--- src/rtl/frame_sequencer_pkg.sv ---
// -----------------------------------------------------------------------------
// frame_sequencer_pkg
//   Shared definitions for the frame sequencer slice: sequencer state
//   encodings, window-stage operation IDs, error bit positions and a
//   counter-width helper (ceil(log2(n)), never less than one bit).
//   Ports: none (package).
// -----------------------------------------------------------------------------
package frame_sequencer_pkg;

  typedef enum logic [1:0] {
    IDLE  = 2'd0,
    FLUSH = 2'd1,
    RUN   = 2'd2,
    DRAIN = 2'd3
  } seq_state_e;

  // Window operations the sequenced stage may implement.
  localparam logic [0:0] GAUSSIAN_OP = 1'b0;
  localparam logic [0:0] SOBEL_OP    = 1'b1;

  // Sticky error bit positions.
  localparam int ERR_EXTRA_WR = 0;
  localparam int ERR_SNK_FULL = 1;
  localparam int ERR_TIMEOUT  = 2;

  // Bits needed to hold values 0..n-1 (at least one bit).
  function automatic int cnt_width(input int unsigned n);
    if (n <= 32'd1) begin
      return 1;
    end else begin
      return $clog2(n);
    end
  endfunction

endpackage

--- src/rtl/frame_sequencer_pixel_counter.sv ---
// -----------------------------------------------------------------------------
// frame_sequencer_pixel_counter
//   Per-frame pixel counter with synchronous clear and enable. The caller
//   gates the enable so the count never passes MAX_COUNT.
//   Ports:
//     clock, reset  clock and synchronous active-high reset
//     clr_i         clear the count to zero (wins over en_i)
//     en_i          count one pixel this cycle
//     tc_o          count currently equals MAX_COUNT
//     hit_o         this cycle's increment makes the count reach MAX_COUNT
// -----------------------------------------------------------------------------
module frame_sequencer_pixel_counter #(
  parameter int unsigned MAX_COUNT = 16,
  parameter int          CNT_W     = 5
) (
  input  logic clock,
  input  logic reset,
  input  logic clr_i,
  input  logic en_i,
  output logic tc_o,
  output logic hit_o
);

  localparam logic [CNT_W-1:0] ZERO_V = {CNT_W{1'b0}};
  localparam logic [CNT_W-1:0] ONE_V  = CNT_W'(1);
  localparam logic [CNT_W-1:0] MAX_V  = CNT_W'(MAX_COUNT);
  localparam logic [CNT_W-1:0] LAST_V = CNT_W'(MAX_COUNT - 32'd1);

  logic [CNT_W-1:0] cnt_q;
  logic [CNT_W-1:0] cnt_d;

  assign tc_o  = (cnt_q == MAX_V);
  assign hit_o = en_i & ~clr_i & (cnt_q == LAST_V);

  // Next count: clear has priority over increment.
  always_comb begin
    cnt_d = cnt_q;
    if (clr_i) begin
      cnt_d = ZERO_V;
    end else if (en_i) begin
      cnt_d = cnt_q + ONE_V;
    end else begin
      cnt_d = cnt_q;
    end
  end

  // Count register.
  always_ff @(posedge clock) begin
    if (reset) begin
      cnt_q <= ZERO_V;
    end else begin
      cnt_q <= cnt_d;
    end
  end

endmodule

--- src/rtl/frame_sequencer.sv ---
// -----------------------------------------------------------------------------
// frame_sequencer
//   Runs one window stage (Gaussian or Sobel) over a sequence of frames.
//   It gates the stage's FIFO handshakes, counts pixels in and out, holds
//   the stage in reset between frames and reports frame/run completion and
//   protocol errors.
//   Optional build macro FRAME_SEQ_TIMEOUT_EN adds a RUN/DRAIN watchdog
//   that sets err[2] and returns to IDLE; without it err[2] is always 0.
//   Ports:
//     clock, reset      clock, synchronous active-high reset
//     start, abort      run control pulses; cfg_frames sampled on start
//                       (0 = continuous)
//     busy              not IDLE
//     frame_done        one-cycle pulse per completed frame
//     run_done          one-cycle pulse when the run completes
//     frame_cnt         frames completed in this run
//     err               sticky {timeout, write-while-full, extra write}
//     op_reset          synchronous reset to the stage
//     src_empty/src_rd_en       source FIFO side
//     stage_rd_en/stage_empty   stage read side
//     stage_wr_en/stage_full    stage write side
//     snk_full/snk_wr_en        sink FIFO side
// -----------------------------------------------------------------------------
module frame_sequencer
  import frame_sequencer_pkg::*;
#(
  parameter int unsigned IMG_WIDTH      = 720,
  parameter int unsigned IMG_HEIGHT     = 540,
  parameter int unsigned FLUSH_CYCLES   = 2,
  parameter int          FRAME_CNT_W    = 16,
  parameter int unsigned TIMEOUT_CYCLES = 65535
) (
  input  logic                   clock,
  input  logic                   reset,
  input  logic                   start,
  input  logic                   abort,
  input  logic [FRAME_CNT_W-1:0] cfg_frames,
  output logic                   busy,
  output logic                   frame_done,
  output logic                   run_done,
  output logic [FRAME_CNT_W-1:0] frame_cnt,
  output logic [2:0]             err,
  output logic                   op_reset,
  input  logic                   src_empty,
  output logic                   src_rd_en,
  input  logic                   stage_rd_en,
  output logic                   stage_empty,
  input  logic                   stage_wr_en,
  input  logic                   snk_full,
  output logic                   snk_wr_en,
  output logic                   stage_full
);

  localparam int unsigned FRAME_PIXELS = IMG_WIDTH * IMG_HEIGHT;
  localparam int          PIX_W        = cnt_width(FRAME_PIXELS + 32'd1);
  localparam int          FLUSH_W      = cnt_width(FLUSH_CYCLES);

  localparam logic [FLUSH_W-1:0]     FLUSH_ZERO  = {FLUSH_W{1'b0}};
  localparam logic [FLUSH_W-1:0]     FLUSH_ONE   = FLUSH_W'(1);
  localparam logic [FLUSH_W-1:0]     FLUSH_LAST  = FLUSH_W'(FLUSH_CYCLES - 32'd1);
  localparam logic [FRAME_CNT_W-1:0] FRAMES_ZERO = {FRAME_CNT_W{1'b0}};
  localparam logic [FRAME_CNT_W-1:0] FRAMES_ONE  = FRAME_CNT_W'(1);

  seq_state_e             state_q, state_d;
  logic [FLUSH_W-1:0]     flush_q, flush_d;
  logic [FRAME_CNT_W-1:0] frames_cfg_q, frames_cfg_d;
  logic [FRAME_CNT_W-1:0] frame_cnt_q, frame_cnt_d;
  logic [2:0]             err_q, err_d;
  logic                   frame_done_q, frame_done_d;
  logic                   run_done_q, run_done_d;

  logic                   run_s, active_s, flush_s;
  logic                   in_tc_s, in_hit_s, out_tc_s, out_hit_s;
  logic                   done_s, last_frame_s, wd_fire_s;
  logic [FRAME_CNT_W-1:0] frame_inc_s;

  assign run_s    = (state_q == RUN);
  assign active_s = (state_q == RUN) | (state_q == DRAIN);
  assign flush_s  = (state_q == FLUSH);

  // Handshake gating between the stage and the two FIFOs.
  assign stage_empty = src_empty | ~run_s | in_tc_s;
  assign src_rd_en   = stage_rd_en & ~stage_empty;
  assign stage_full  = snk_full | ~active_s;
  // out_cnt never exceeds the frame size, so "below FRAME_PIXELS" is ~tc.
  assign snk_wr_en   = stage_wr_en & ~snk_full & ~out_tc_s & active_s;

  frame_sequencer_pixel_counter #(
    .MAX_COUNT (FRAME_PIXELS),
    .CNT_W     (PIX_W)
  ) u_in_cnt (
    .clock (clock),
    .reset (reset),
    .clr_i (flush_s),
    .en_i  (src_rd_en),
    .tc_o  (in_tc_s),
    .hit_o (in_hit_s)
  );

  frame_sequencer_pixel_counter #(
    .MAX_COUNT (FRAME_PIXELS),
    .CNT_W     (PIX_W)
  ) u_out_cnt (
    .clock (clock),
    .reset (reset),
    .clr_i (flush_s),
    .en_i  (snk_wr_en),
    .tc_o  (out_tc_s),
    .hit_o (out_hit_s)
  );

  // Frame ends when the last write lands and all input has been read,
  // even if the final read happens in the same cycle.
  assign done_s       = active_s & out_hit_s & (in_tc_s | in_hit_s);
  assign frame_inc_s  = frame_cnt_q + FRAMES_ONE;
  assign last_frame_s = (frames_cfg_q != FRAMES_ZERO) && !(frame_inc_s < frames_cfg_q);

`ifdef FRAME_SEQ_TIMEOUT_EN
  localparam int              WD_W    = cnt_width(TIMEOUT_CYCLES);
  localparam logic [WD_W-1:0] WD_ZERO = {WD_W{1'b0}};
  localparam logic [WD_W-1:0] WD_ONE  = WD_W'(1);
  localparam logic [WD_W-1:0] WD_LAST = WD_W'(TIMEOUT_CYCLES - 32'd1);

  logic [WD_W-1:0] wd_q, wd_d;

  // Watchdog: idle cycles in RUN/DRAIN, frozen while a FIFO applies backpressure.
  always_comb begin
    wd_d      = wd_q;
    wd_fire_s = 1'b0;
    if (!active_s || src_rd_en || snk_wr_en) begin
      wd_d = WD_ZERO;
    end else if (snk_full || src_empty) begin
      wd_d = wd_q;
    end else if (wd_q == WD_LAST) begin
      wd_fire_s = 1'b1;
      wd_d      = WD_ZERO;
    end else begin
      wd_d = wd_q + WD_ONE;
    end
  end

  // Watchdog register.
  always_ff @(posedge clock) begin
    if (reset) begin
      wd_q <= WD_ZERO;
    end else begin
      wd_q <= wd_d;
    end
  end
`else
  assign wd_fire_s = 1'b0;
`endif

  // Next-state and control decode for the sequencer.
  always_comb begin
    state_d      = state_q;
    flush_d      = flush_q;
    frames_cfg_d = frames_cfg_q;
    frame_cnt_d  = frame_cnt_q;
    err_d        = err_q;
    frame_done_d = 1'b0;
    run_done_d   = 1'b0;

    case (state_q)
      IDLE: begin
        // Abort in the same cycle as start keeps us idle.
        if (start && !abort) begin
          frames_cfg_d = cfg_frames;
          frame_cnt_d  = FRAMES_ZERO;
          err_d        = 3'b000;
          flush_d      = FLUSH_ZERO;
          state_d      = FLUSH;
        end else begin
          state_d = IDLE;
        end
      end
      FLUSH: begin
        if (flush_q == FLUSH_LAST) begin
          flush_d = FLUSH_ZERO;
          state_d = RUN;
        end else begin
          flush_d = flush_q + FLUSH_ONE;
        end
      end
      RUN, DRAIN: begin
        if (done_s) begin
          frame_done_d = 1'b1;
          frame_cnt_d  = frame_inc_s;
          flush_d      = FLUSH_ZERO;
          if (last_frame_s) begin
            run_done_d = 1'b1;
            state_d    = IDLE;
          end else begin
            state_d = FLUSH;
          end
        end else if (run_s && in_hit_s) begin
          state_d = DRAIN;
        end else begin
          state_d = state_q;
        end
      end
      default: begin
        state_d = IDLE;
      end
    endcase

    // Abort and watchdog expiry end the run without completion pulses.
    if ((abort || wd_fire_s) && (state_q != IDLE)) begin
      state_d      = IDLE;
      frame_done_d = 1'b0;
      run_done_d   = 1'b0;
      frame_cnt_d  = frame_cnt_q;
    end else begin
      state_d = state_d;
    end

    // Dropped writes: beyond the frame, or into a full sink.
    if (stage_wr_en && out_tc_s) begin
      err_d[ERR_EXTRA_WR] = 1'b1;
    end else begin
      err_d[ERR_EXTRA_WR] = err_d[ERR_EXTRA_WR];
    end
    if (stage_wr_en && snk_full) begin
      err_d[ERR_SNK_FULL] = 1'b1;
    end else begin
      err_d[ERR_SNK_FULL] = err_d[ERR_SNK_FULL];
    end
    if (wd_fire_s) begin
      err_d[ERR_TIMEOUT] = 1'b1;
    end else begin
      err_d[ERR_TIMEOUT] = err_d[ERR_TIMEOUT];
    end
  end

  // Sequencer registers.
  always_ff @(posedge clock) begin
    if (reset) begin
      state_q      <= IDLE;
      flush_q      <= FLUSH_ZERO;
      frames_cfg_q <= FRAMES_ZERO;
      frame_cnt_q  <= FRAMES_ZERO;
      err_q        <= 3'b000;
      frame_done_q <= 1'b0;
      run_done_q   <= 1'b0;
    end else begin
      state_q      <= state_d;
      flush_q      <= flush_d;
      frames_cfg_q <= frames_cfg_d;
      frame_cnt_q  <= frame_cnt_d;
      err_q        <= err_d;
      frame_done_q <= frame_done_d;
      run_done_q   <= run_done_d;
    end
  end

  assign busy       = (state_q != IDLE);
  assign op_reset   = (state_q == IDLE) | (state_q == FLUSH);
  assign frame_done = frame_done_q;
  assign run_done   = run_done_q;
  assign frame_cnt  = frame_cnt_q;
  assign err        = err_q;

endmodule

--- config.mk ---
export PLATFORM = sky130hd
export DESIGN_NAME = frame_sequencer
export DESIGN_NICKNAME = d
export VERILOG_FILES = /design/src/rtl/frame_sequencer_pkg.sv /design/src/rtl/frame_sequencer_pixel_counter.sv /design/src/rtl/frame_sequencer.sv
export SDC_FILE = /design/constraint.sdc
export NUM_CORES = 1
export LEC_CHECK = 0
export CAP_MARGIN = 20
export CELL_PAD_IN_SITES_DETAIL_PLACEMENT = 0
export CELL_PAD_IN_SITES_GLOBAL_PLACEMENT = 1
export CORE_ASPECT_RATIO = 1.75
export CORE_UTILIZATION = 41
export CTS_BUF_LIST = sky130_fd_sc_hd__clkbuf_16
export DETAILED_ROUTE_END_ITERATION = 12
export HOLD_SLACK_MARGIN = 0.05
export PLACE_DENSITY = 0.85
export SLEW_MARGIN = 20
export SYNTH_ARGS = -nofsm -noshare
export SYNTH_HDL_FRONTEND = slang
export SYNTH_SLANG_ARGS = --single-unit
--- constraint.sdc ---
create_clock -name clock -period 3.65 [get_ports clock]
set_clock_uncertainty 0.05 [all_clocks]
set_input_delay 0.5475 -clock clock [delete_from_list [all_inputs] [get_ports clock]]
set_output_delay 0.5475 -clock clock [all_outputs]
set_load 0.01 [all_outputs]
==> out/metrics.yaml <==
timing:
  final_hold_viol_count: 0
  setup_violations: 0
  worst_slew_pin_slew_ns: 0.720
  slew_viol_final: 0
  rsz0062_at_grt: "no"
  period_needed_ns: 3.08
  relSlewSlack_pct: 51.7
  setup_tns_ns: 0
  max_freq_mhz: 325
  post-route-period-util_pct: 84.3
logic_synthesis:
  synth-seq-area-share_pct: 37.7
  ys_types: 49
  syn_inst: 515
  synthArstFlopShare_pct: 0
  synth_top_area_share_pct: 37.7
  mappedNetlistArea_mm2: 0.00409
  ys.flop_type: "dfxtp_1"
  synth_area_per_cell_um2: 7.93
  ys_ff_latch: 77
  synth_edf_count: 0
  syn_nets: 559
  yosysWarnings: 0
  ys_top_cells_by_area: "dfxtp_1, nand2_1, ha_1"
  synth_top_area_cell: "dfxtp_1"
layout:
  fin_cells: 685
  fin_nets: 603
  nFillCells: 939
  multi_input_area_mm2: 0.00235
  mostFrequentLayoutCell: "dfxtp_1"
  drive_gt1_share_pct: 5.15
  most-common-layout-cells: "dfxtp_1, nand2_1, nor2_1, clkdlybuf4s50_1, a21oi_1"
  diodes: 0
  seqCellArea_mm2: 0.00154
  area_growth_pct: 21.6
critical_path:
  crit_type: "reg2out"
  critPathMaxStageDelay_ns: 0.57
  required_ns: 3.05
  critPathMostFrequentCell: "inv_1"
  startpoint_type: "register"
  reg2reg_depth: 12
  cp.arrival_ns: 2.48
  r2r-start: "frame_cnt[2]$_SDFFE_PP0P_"
  rrSetupSlack_ns: 0.65
  endpoint: "stage_empty"
  reg2reg_to: "run_done$_SDFF_PP0_"
  cpMaxStageDelayCell: "nor4_1"
  path_cells: "inv_1, ha_1, nand2b_1, nor4_1, a21oi_1, inv_1, clkdlybuf4s50_1"
  cp-end-kind: "output pin"
  crit_fanout: 5
  cp-startpoint: "u_in_cnt.cnt_q[0]$_SDFFE_PP0N_"
worst_hold_path:
  hp-class: "reg2reg"
placed_design:
  port_buffers: 49
  placed_cells: 670
  dp_hpwl_um: 7160
  gp_congestion: 0.848
global_routing:
  first_global_vias: 3646
  grt_first_pass_wirelength_um: 16200
  overflow: 0
  antenna_found_initial: 0
  track_usage_pct: 19.8
  grt_max_degree: 45
clock_network:
  clk_pin_slew_ns: 0.06
  cts_root_buf: "clkbuf_16"
  cts_post_setup_buffers_inserted: 0
  cts_hold_buf: 0
  ctsResizeCount: 0
  cts_tree: "yes"
  cts_inserted_buffers: 9
  clkLatencyLatePin_ns: 0.33
  htree_levels: 3
  clock_sink_count: 77
  cts_buffer_depth: 2
die:
  die_w_um: 77.5
  die_h_um: 134
  io_pins: 51
  die_area_mm2: 0.0104
  num_rows: 47
  core_mm2: 0.00959
  start_util_pct: 42.6
routing:
  vias_per_cell: 5.31
  wl_per_cell_um: 14.0
  num_vias: 3637
  drt_pass1_iterations: 4
  drtAntennaViolNets: 0
  dr.first_iter.drc_count: 129
  drc: 0
  totalWireLength_um: 9580
outcome:
  status: "completed"
power:
  p_leak_uw: 0.00177
  p_per_area_mw_per_mm2: 366
  peakVddDrop_mv: 0.256
flow_run:
  max_cap_violations: 0
[per-layer routing]
metal	GRT usage, %	share of wire (%)	up-vias
li1	-	-	1867
met1	19.0	39	1673
met2	38.2	55	73
met3	3.88	3.0	24
met4	11.5	3.0	0
met5	0	0	-
[area by class of cell]
cell class | instances | area share, %
multi-input cells | 389 | 47.3
flip-flops and latches | 77 | 31.0
repair buffers | 56 | 10.9
clock buffers | 9 | 4.54
well taps | 122 | 3.07
inverters | 26 | 1.97
clock inverters | 6 | 1.13
[sequential cells by signal, indices dropped and copies added (netlist names)]
register	flops
err	2
u_in_cnt.cnt_q	19
frames_cfg_q	16
state_q	2
frame_done	1
u_out_cnt.cnt_q	19
run_done	1
flush_q	1
frame_cnt	16
[cells in the mapped netlist (6+ instances only)]
library cell,number
o211ai_1,7
nor3_1,6
and3_1,16
xnor2_1,23
clkbuf_1,18
ha_1,20
or3_1,9
dfxtp_1,77
nand2b_1,7
or2_2,7
a21oi_1,40
inv_1,26
o21ai_0,10
nor2_1,54
nand4_1,10
a211oi_1,6
xor2_1,23
nor4_1,9
nand3_1,36
nand2_1,67
[where the power goes]
| part | internal [µW] | leakage (µW) | switching, µW |
|---|---|---|---|
| clock network | 519 | 0.000144 | 331 |
| registers | 851 | 0.000622 | 7.93 |
| logic | 48.5 | 0.00101 | 60.0 |
[kinds of logic after synthesis]
family                   count (synthesis)  synth area share [%]
buffers and inverters                   49                  4.75
flip-flops                              77                  37.7
multiplexers                             1                 0.245
adder cells (fa/ha/maj)                 20                  6.13
AO/OA/AOI/OAI                           79                  11.7
other                                    1                0.0918
XOR/XNOR                                46                  9.86
AND/OR/NAND/NOR                        242                  29.5
[worst min path at each step]
stage / start / end / cells past startpoint
floorplan: frames_cfg_q[0]$_SDFFE_PP0P_ / frames_cfg_q[0]$_SDFFE_PP0P_ / 2
global placement: frames_cfg_q[9]$_SDFFE_PP0P_ / frames_cfg_q[9]$_SDFFE_PP0P_ / 2
detailed placement: frames_cfg_q[3]$_SDFFE_PP0P_ / frames_cfg_q[3]$_SDFFE_PP0P_ / 2
CTS: frames_cfg_q[3]$_SDFFE_PP0P_ / frames_cfg_q[3]$_SDFFE_PP0P_ / 2
global route: frames_cfg_q[3]$_SDFFE_PP0P_ / frames_cfg_q[3]$_SDFFE_PP0P_ / 2
finish: frames_cfg_q[3]$_SDFFE_PP0P_ / frames_cfg_q[3]$_SDFFE_PP0P_ / 2
[through the flow]
stage | setup slack (ns) | instance area [µm²] | hold slack, ns | power (µW) | utilization (%)
after detailed placement | 0.435 | 4680 | 0.412 | 987 | 48.9
final | 0.573 | 4970 | 0.418 | 1820 | 51.8
after global routing | 0.322 | 4970 | 0.442 | 1900 | 51.8
after global placement | 0.484 | 4680 | 0.412 | 985 | 48.9
after floorplan | 0.877 | 4090 | 0.397 | 939 | -
after CTS | 0.586 | 4970 | 0.420 | 1840 | 51.8
[critical path, delay by kind of cell, from the launching register on]
kind	cells	cell delay, ns
buffers and inverters	3	0.75
and+or+nand+nor	2	0.65
DFF	1	0.35
AOI/OAI and AO/OA	1	0.22
adders and majority gates	1	0.18
Note: power is estimated with default switching activity, not from simulation.
